<file path="src/rtl/dma_ctrl.sv">
// Single-channel memory-to-memory DMA: reads up to BUF words into a staging
// buffer over the shared bus, writes them back out, then raises done_irq.
//
// state | meaning
// IDLE  | waiting for a command, cmd_ready high
// REQ   | bus requested, waiting for the first grant
// READ  | one word read into the staging buffer per granted cycle
// WRITE | one word written from the staging buffer per granted cycle
// DONE  | done_irq held until the CPU acknowledges
module dma_ctrl #(
  parameter int SZ  = 8,
  parameter int WSZ = 8,
  parameter int BUF = 4
) (
  input  logic           clk,
  input  logic           rst,
  input  logic           cmd_valid,
  output logic           cmd_ready,
  input  logic [SZ-1:0]  cmd_src,
  input  logic [SZ-1:0]  cmd_dst,
  input  logic [SZ-1:0]  cmd_len,
  output logic           bus_req,
  input  logic           bus_gnt,
  output logic [SZ-1:0]  mem_addr,
  output logic           mem_we,
  output logic [WSZ-1:0] mem_wdata,
  input  logic [WSZ-1:0] mem_rdata,
  output logic           done_irq,
  input  logic           irq_ack,
  output logic           busy,
  output logic           err
);

  localparam int IW = (BUF > 1) ? $clog2(BUF) : 1;

  typedef enum logic [2:0] {
    IDLE  = 3'd0,
    REQ   = 3'd1,
    READ  = 3'd2,
    WRITE = 3'd3,
    DONE  = 3'd4
  } state_t;

  state_t state, state_nxt;

  logic [SZ-1:0]  src_r;
  logic [SZ-1:0]  dst_r;
  logic [SZ-1:0]  len_r;
  logic [SZ-1:0]  idx;
  logic [SZ-1:0]  words_left;
  logic [WSZ-1:0] stage_mem [BUF];

  logic cmd_acc;
  logic len_bad;
  logic last_word;
  logic rd_xfer;
  logic wr_xfer;

  assign cmd_acc   = cmd_valid && (state == IDLE);
  assign len_bad   = (cmd_len == '0) || (cmd_len > SZ'(BUF));
  assign last_word = (words_left == SZ'(1));
  assign rd_xfer   = (state == READ) && bus_gnt;
  assign wr_xfer   = (state == WRITE) && bus_gnt;

  always_ff @(posedge clk or negedge rst) begin
    if (!rst) begin
      state <= IDLE;
    end else begin
      state <= state_nxt;
    end
  end

  always_comb begin
    state_nxt = state;
    case (state)
      IDLE: begin
        if (cmd_valid) begin
          state_nxt = len_bad ? DONE : REQ;
        end
      end
      REQ: begin
        if (bus_gnt) begin
          state_nxt = READ;
        end
      end
      READ: begin
        if (bus_gnt && last_word) begin
          state_nxt = WRITE;
        end
      end
      WRITE: begin
        if (bus_gnt && last_word) begin
          state_nxt = DONE;
        end
      end
      DONE: begin
        if (irq_ack) begin
          state_nxt = IDLE;
        end
      end
      default: state_nxt = IDLE;
    endcase
  end

  always_comb begin
    cmd_ready = 1'b0;
    bus_req   = 1'b0;
    mem_we    = 1'b0;
    mem_addr  = '0;
    mem_wdata = '0;
    done_irq  = 1'b0;
    busy      = 1'b1;
    case (state)
      IDLE: begin
        cmd_ready = 1'b1;
        busy      = 1'b0;
      end
      REQ: begin
        bus_req = 1'b1;
      end
      READ: begin
        bus_req  = 1'b1;
        mem_addr = src_r + idx;
      end
      WRITE: begin
        bus_req   = 1'b1;
        mem_we    = bus_gnt;
        mem_addr  = dst_r + idx;
        mem_wdata = stage_mem[idx[IW-1:0]];
      end
      DONE: begin
        done_irq = 1'b1;
      end
      default: busy = 1'b1;
    endcase
  end

  // words_left counts down to the terminal word; idx forms the address offset
  always_ff @(posedge clk or negedge rst) begin
    if (!rst) begin
      src_r      <= '0;
      dst_r      <= '0;
      len_r      <= '0;
      idx        <= '0;
      words_left <= '0;
      err        <= 1'b0;
    end else if (cmd_acc) begin
      src_r      <= cmd_src;
      dst_r      <= cmd_dst;
      len_r      <= cmd_len;
      idx        <= '0;
      words_left <= cmd_len;
      err        <= len_bad;
    end else if (rd_xfer) begin
      if (last_word) begin
        idx        <= '0;
        words_left <= len_r;
      end else begin
        idx        <= idx + SZ'(1);
        words_left <= words_left - SZ'(1);
      end
    end else if (wr_xfer) begin
      idx        <= idx + SZ'(1);
      words_left <= words_left - SZ'(1);
    end
  end

  // Staging buffer holds no reset; its contents are only read after being filled.
  always_ff @(posedge clk) begin
    if (rd_xfer) begin
      stage_mem[idx[IW-1:0]] <= mem_rdata;
    end
  end

endmodule

</file>
<file path="config.mk">
export PLATFORM = sky130hd
export DESIGN_NAME = dma_ctrl
export DESIGN_NICKNAME = d
export VERILOG_FILES = /design/src/rtl/dma_ctrl.sv
export SDC_FILE = /design/constraint.sdc
export NUM_CORES = 1
export LEC_CHECK = 0
export ABC_AREA = 0
export BUFFER_PORTS_ARGS = -buffer_cell sky130_fd_sc_hd__buf_2
export CORE_ASPECT_RATIO = 1.1
export CORE_UTILIZATION = 43
export CTS_CLUSTER_DIAMETER = 100
export CTS_CLUSTER_SIZE = 16
export DETAILED_ROUTE_END_ITERATION = 6
export HOLD_SLACK_MARGIN = 0.02
export PLACE_DENSITY = 0.64
export SLEW_MARGIN = 10
export SYNTH_ARGS = -nofsm -noshare
export SYNTH_HDL_FRONTEND = slang
export SYNTH_SLANG_ARGS = --single-unit
export TNS_END_PERCENT = 10
</file>
<file path="constraint.sdc">
create_clock -name clk -period 3.17 [get_ports clk]
set_input_delay 0 -clock clk [delete_from_list [all_inputs] [get_ports clk]]
set_output_delay 0 -clock clk [all_outputs]
set_load 0.03 [all_outputs]
</file>
==> flow_summary_export.csv <==
group,metric,value,unit
outcome,status,"finished clean",
synth,synth_edf_count,32,
pwr,power.share.clock,30.8,%
final_layout,nNetsFinal,515,
final_layout,layout-drive-gt1-share,23.5,%
drt,drc,0,
sta,hold_viol_final,0,
synth,synthCells,371,
clocking,numCtsBuffers,9,
min_path,hp-class,"in -> reg",
sta,period_needed,2990,ps
synth,ys_seq_elements,76,
placement,port_buffers,58,
drt,via_per_inst,5.37,
synth,syn_nets,422,
pwr,p_leak,0.00223,µW
pwr,powerDensity,521,nW/µm²
sta,slew_violations,0,
sta,skew,13.4,ps
synth,syn_area,3960,µm²
synth,avgSynthCellArea,10.7,µm²
die,dieArea,9590,µm²
die,die_width,93.5,µm
pwr,combPwrFrac,21.0,%
die,ioPinCount,59,
drt,dr.pass1.iters,4,
sta,period_share,94.5,%
final_layout,insertedDiodeCount,0,
clocking,cts_tree,"built",
drt,wl,9160,µm
global_route,grt_max_degree,45,
critical_path,cp_slowest_stage_delay,410,ps
pwr,power_frac_seq,48.2,%
critical_path,crit_family,"simple AND/OR/NAND/NOR gates",
critical_path,cp_cell_sequence,"nor2b_1 -> nand2_2 -> buf_4 -> mux2_2 -> ha_1 -> a21o_1 -> a311o_1 -> or4_1 -> nand3_1 -> buf_2",
die,start_util,44.4,%
clocking,path_clk_slew,90,ps
global_route,first_global_vias,3112,
drt,via_count,3132,
synth,seq_area_frac_synth,52.1,%
clocking,cts_buffer_depth,2,
synth,synth.distinct_cells,54,
sta,fmax,334,MHz
pwr,swShare,31.1,%
sta,rsz0062_at_grt,"false",
final_layout,final_cell_area,4950,µm²
drt,postRouteAntennaNets,0,
die,num_rows,36,
clocking,cts_sinks,76,
final_layout,area_growth,24.9,%
global_route,grt_usage,20.5,%
critical_path,cp_slowest_cell,"or4_1",
clocking,htree_levels,3,
global_route,grt-ovfl-total,0,
die,die_h,103,µm
critical_path,crit_path_end_kind,"output port",
die,core,8920,µm²
pwr,ir_drop,0.336,mV
placement,dpl-instance-area,4360,µm²
drt,drtIter0Drc,191,
clocking,clkLatencyLatePin,360,ps
synth,ys.flop_type,"dfrtp_1",
synth,async_reset_ff_share,57.9,%
placement,hpwlAfterDp,5910,µm
global_route,grt_pass1_wl,14800,µm
sta,tightest_slew,1010,ps
global_route,antenna_found_initial,0,
pwr,p_switching,801,µW
drt,wl_per_cell,15.7,µm
critical_path,cp_num_buf_inv,2,
pwr,intPower,1780,µW
critical_path,required,3170,ps
critical_path,cp_data_arrival_time,2990,ps
final_layout,final_util,55.5,%
placement,gp_congestion,0.829,
critical_path,crit_fanout,7,
clocking,clockRootBuffer,"clkbuf_8",
synth,ys_warn_count,0,
critical_path,crit_type,"reg -> out",
flow_run,max_cap_viol_count,0,
critical_path,start_kind,"flip-flop",
sta,setup_viol,0,
sta,worst_slew_margin_rel,32.4,%
sta,final.setup.tns,0,ps
==> cell type report <==
class	instances	area, µm²
Timing Repair Buffer	104	721
Sequential cell	76	2060
Clock buffer	9	124
Clock inverter	7	90.1
Fill cell	811	3970
Tap cell	114	143
Multi-Input combinational cell	263	1770
Inverter	10	37.5
==> flip-flops by register name, indices dropped and copies added, names as in the netlist <==
register and count:
stage_mem 32, len_r 8, dst_r 8, err 1, words_left 8, src_r 8
state 3, idx 8
==> stage by stage <==
| stage | setup slack (ps) | hold slack [ps] | power (µW) | instances |
|---|---|---|---|---|
| after floorplan | 25.4 | -296 | 1610 | 371 |
| after global placement | 462 | 189 | 1760 | 529 |
| after detailed placement | 409 | 194 | 1770 | 529 |
| after CTS | 21.2 | 23.2 | 2600 | 579 |
| after global routing | 30.8 | 51.1 | 2720 | 583 |
| final | 175 | 34.8 | 2580 | 583 |
==> worst paths after layout <==
path / startpoint / to / slack [ps] / cells past startpoint
max in group asynchronous: rst / src_r[4] / 2180 / 2
setup reg to reg: words_left[1] / words_left[1] / 780 / 6
setup / recovery: state[2] / mem_addr[5] / 180 / 10
min in group asynchronous: rst / words_left[1] / 340 / 2
hold / removal: bus_gnt / state[1] / 30 / 3
hold reg to reg: dst_r[1] / dst_r[1] / 480 / 2
==> layout by cell type (no fill, tap or decap), drive strengths merged, types with 8 or more instances in the layout <==
cell | Yosys | routed
nand2 | 81 | 81
buf | 4 | 70
dfrtp | 44 | 44
dlygate4sd3 | 0 | 34
edfxtp | 32 | 32
inv | 10 | 14
nor3 | 13 | 13
ha | 13 | 13
o21ai | 13 | 13
a31oi | 12 | 12
and3 | 12 | 12
a21oi | 9 | 9
clkbuf | 18 | 9
nor2 | 8 | 8
mux4 | 8 | 8
and2 | 8 | 8
==> worst min-delay path, stage by stage <==
cell,delay (ps)
buf_2,140
a21oi_1,140
nor3_1,60
==> cells in the mapped netlist, drive strengths merged (3+ instances only) <==
master | n | area share, %
a21oi | 9 | 1.1
a22oi | 6 | 1.1
a31oi | 12 | 1.9
and2 | 8 | 1.3
and3 | 12 | 1.9
buf | 4 | 0.79
clkbuf | 18 | 1.7
dfrtp | 44 | 28
edfxtp | 32 | 24
ha | 13 | 4.1
inv | 10 | 0.95
mux2 | 7 | 2.0
mux2i | 4 | 1.0
mux4 | 8 | 4.6
nand2 | 81 | 7.7
nand2b | 3 | 0.47
nand3 | 5 | 0.63
nand3b | 3 | 0.57
nor2 | 8 | 0.76
nor2b | 3 | 0.47
nor3 | 13 | 1.6
nor4 | 3 | 0.47
nor4b | 3 | 0.66
o21a | 6 | 1.1
o21ai | 13 | 1.6
o31a | 3 | 0.66
o31ai | 4 | 0.88
or3 | 7 | 1.1
or4 | 5 | 1.0
or4b | 3 | 0.76
xor2 | 3 | 0.66
==> cell families (layout without fill, tap and decap cells) <==
kind of cell | count (synthesis) | after routing | synth area share (%)
muxes | 19 | 19 | 7.55
and+or+nand+nor | 161 | 161 | 20.3
DFF | 76 | 76 | 52.1
xor gates and xnor gates | 3 | 3 | 0.664
AOI/OAI and AO/OA | 66 | 66 | 11.4
adders and majority gates | 14 | 14 | 4.61
buffers and inverters | 32 | 130 | 3.44
==> power by group through the flow <==
| stage | sequential (µW) | clock [µW] | combinational (µW) |
|---|---|---|---|
| 5_1_grt | 1260 | 847 | 613 |
| 2_1_floorplan | 1240 | 0 | 368 |
| 4_1_cts | 1240 | 816 | 545 |
| 6_report | 1240 | 793 | 542 |
| 3_5_place_dp | 1260 | 0 | 511 |
| 3_3_place_gp | 1260 | 0 | 494 |
==> timing repair <==
item | in CTS | in global routing
setup endpoints to repair | 0 | 2
gates resized for setup | 0 | 1
hold buffers | 34 | 0
hold endpoints to repair | 108 | 0
setup buffers | 0 | 4
==> routing by layer <==
layer,vias up,share of wire (%),global-route usage (%)
met3,9,3.1,3.61
met2,63,51,36.3
met5,-,0,0
li1,1546,-,-
met1,1514,45,25.4
met4,0,1.2,7.34
(Power assumes the default switching activity.)
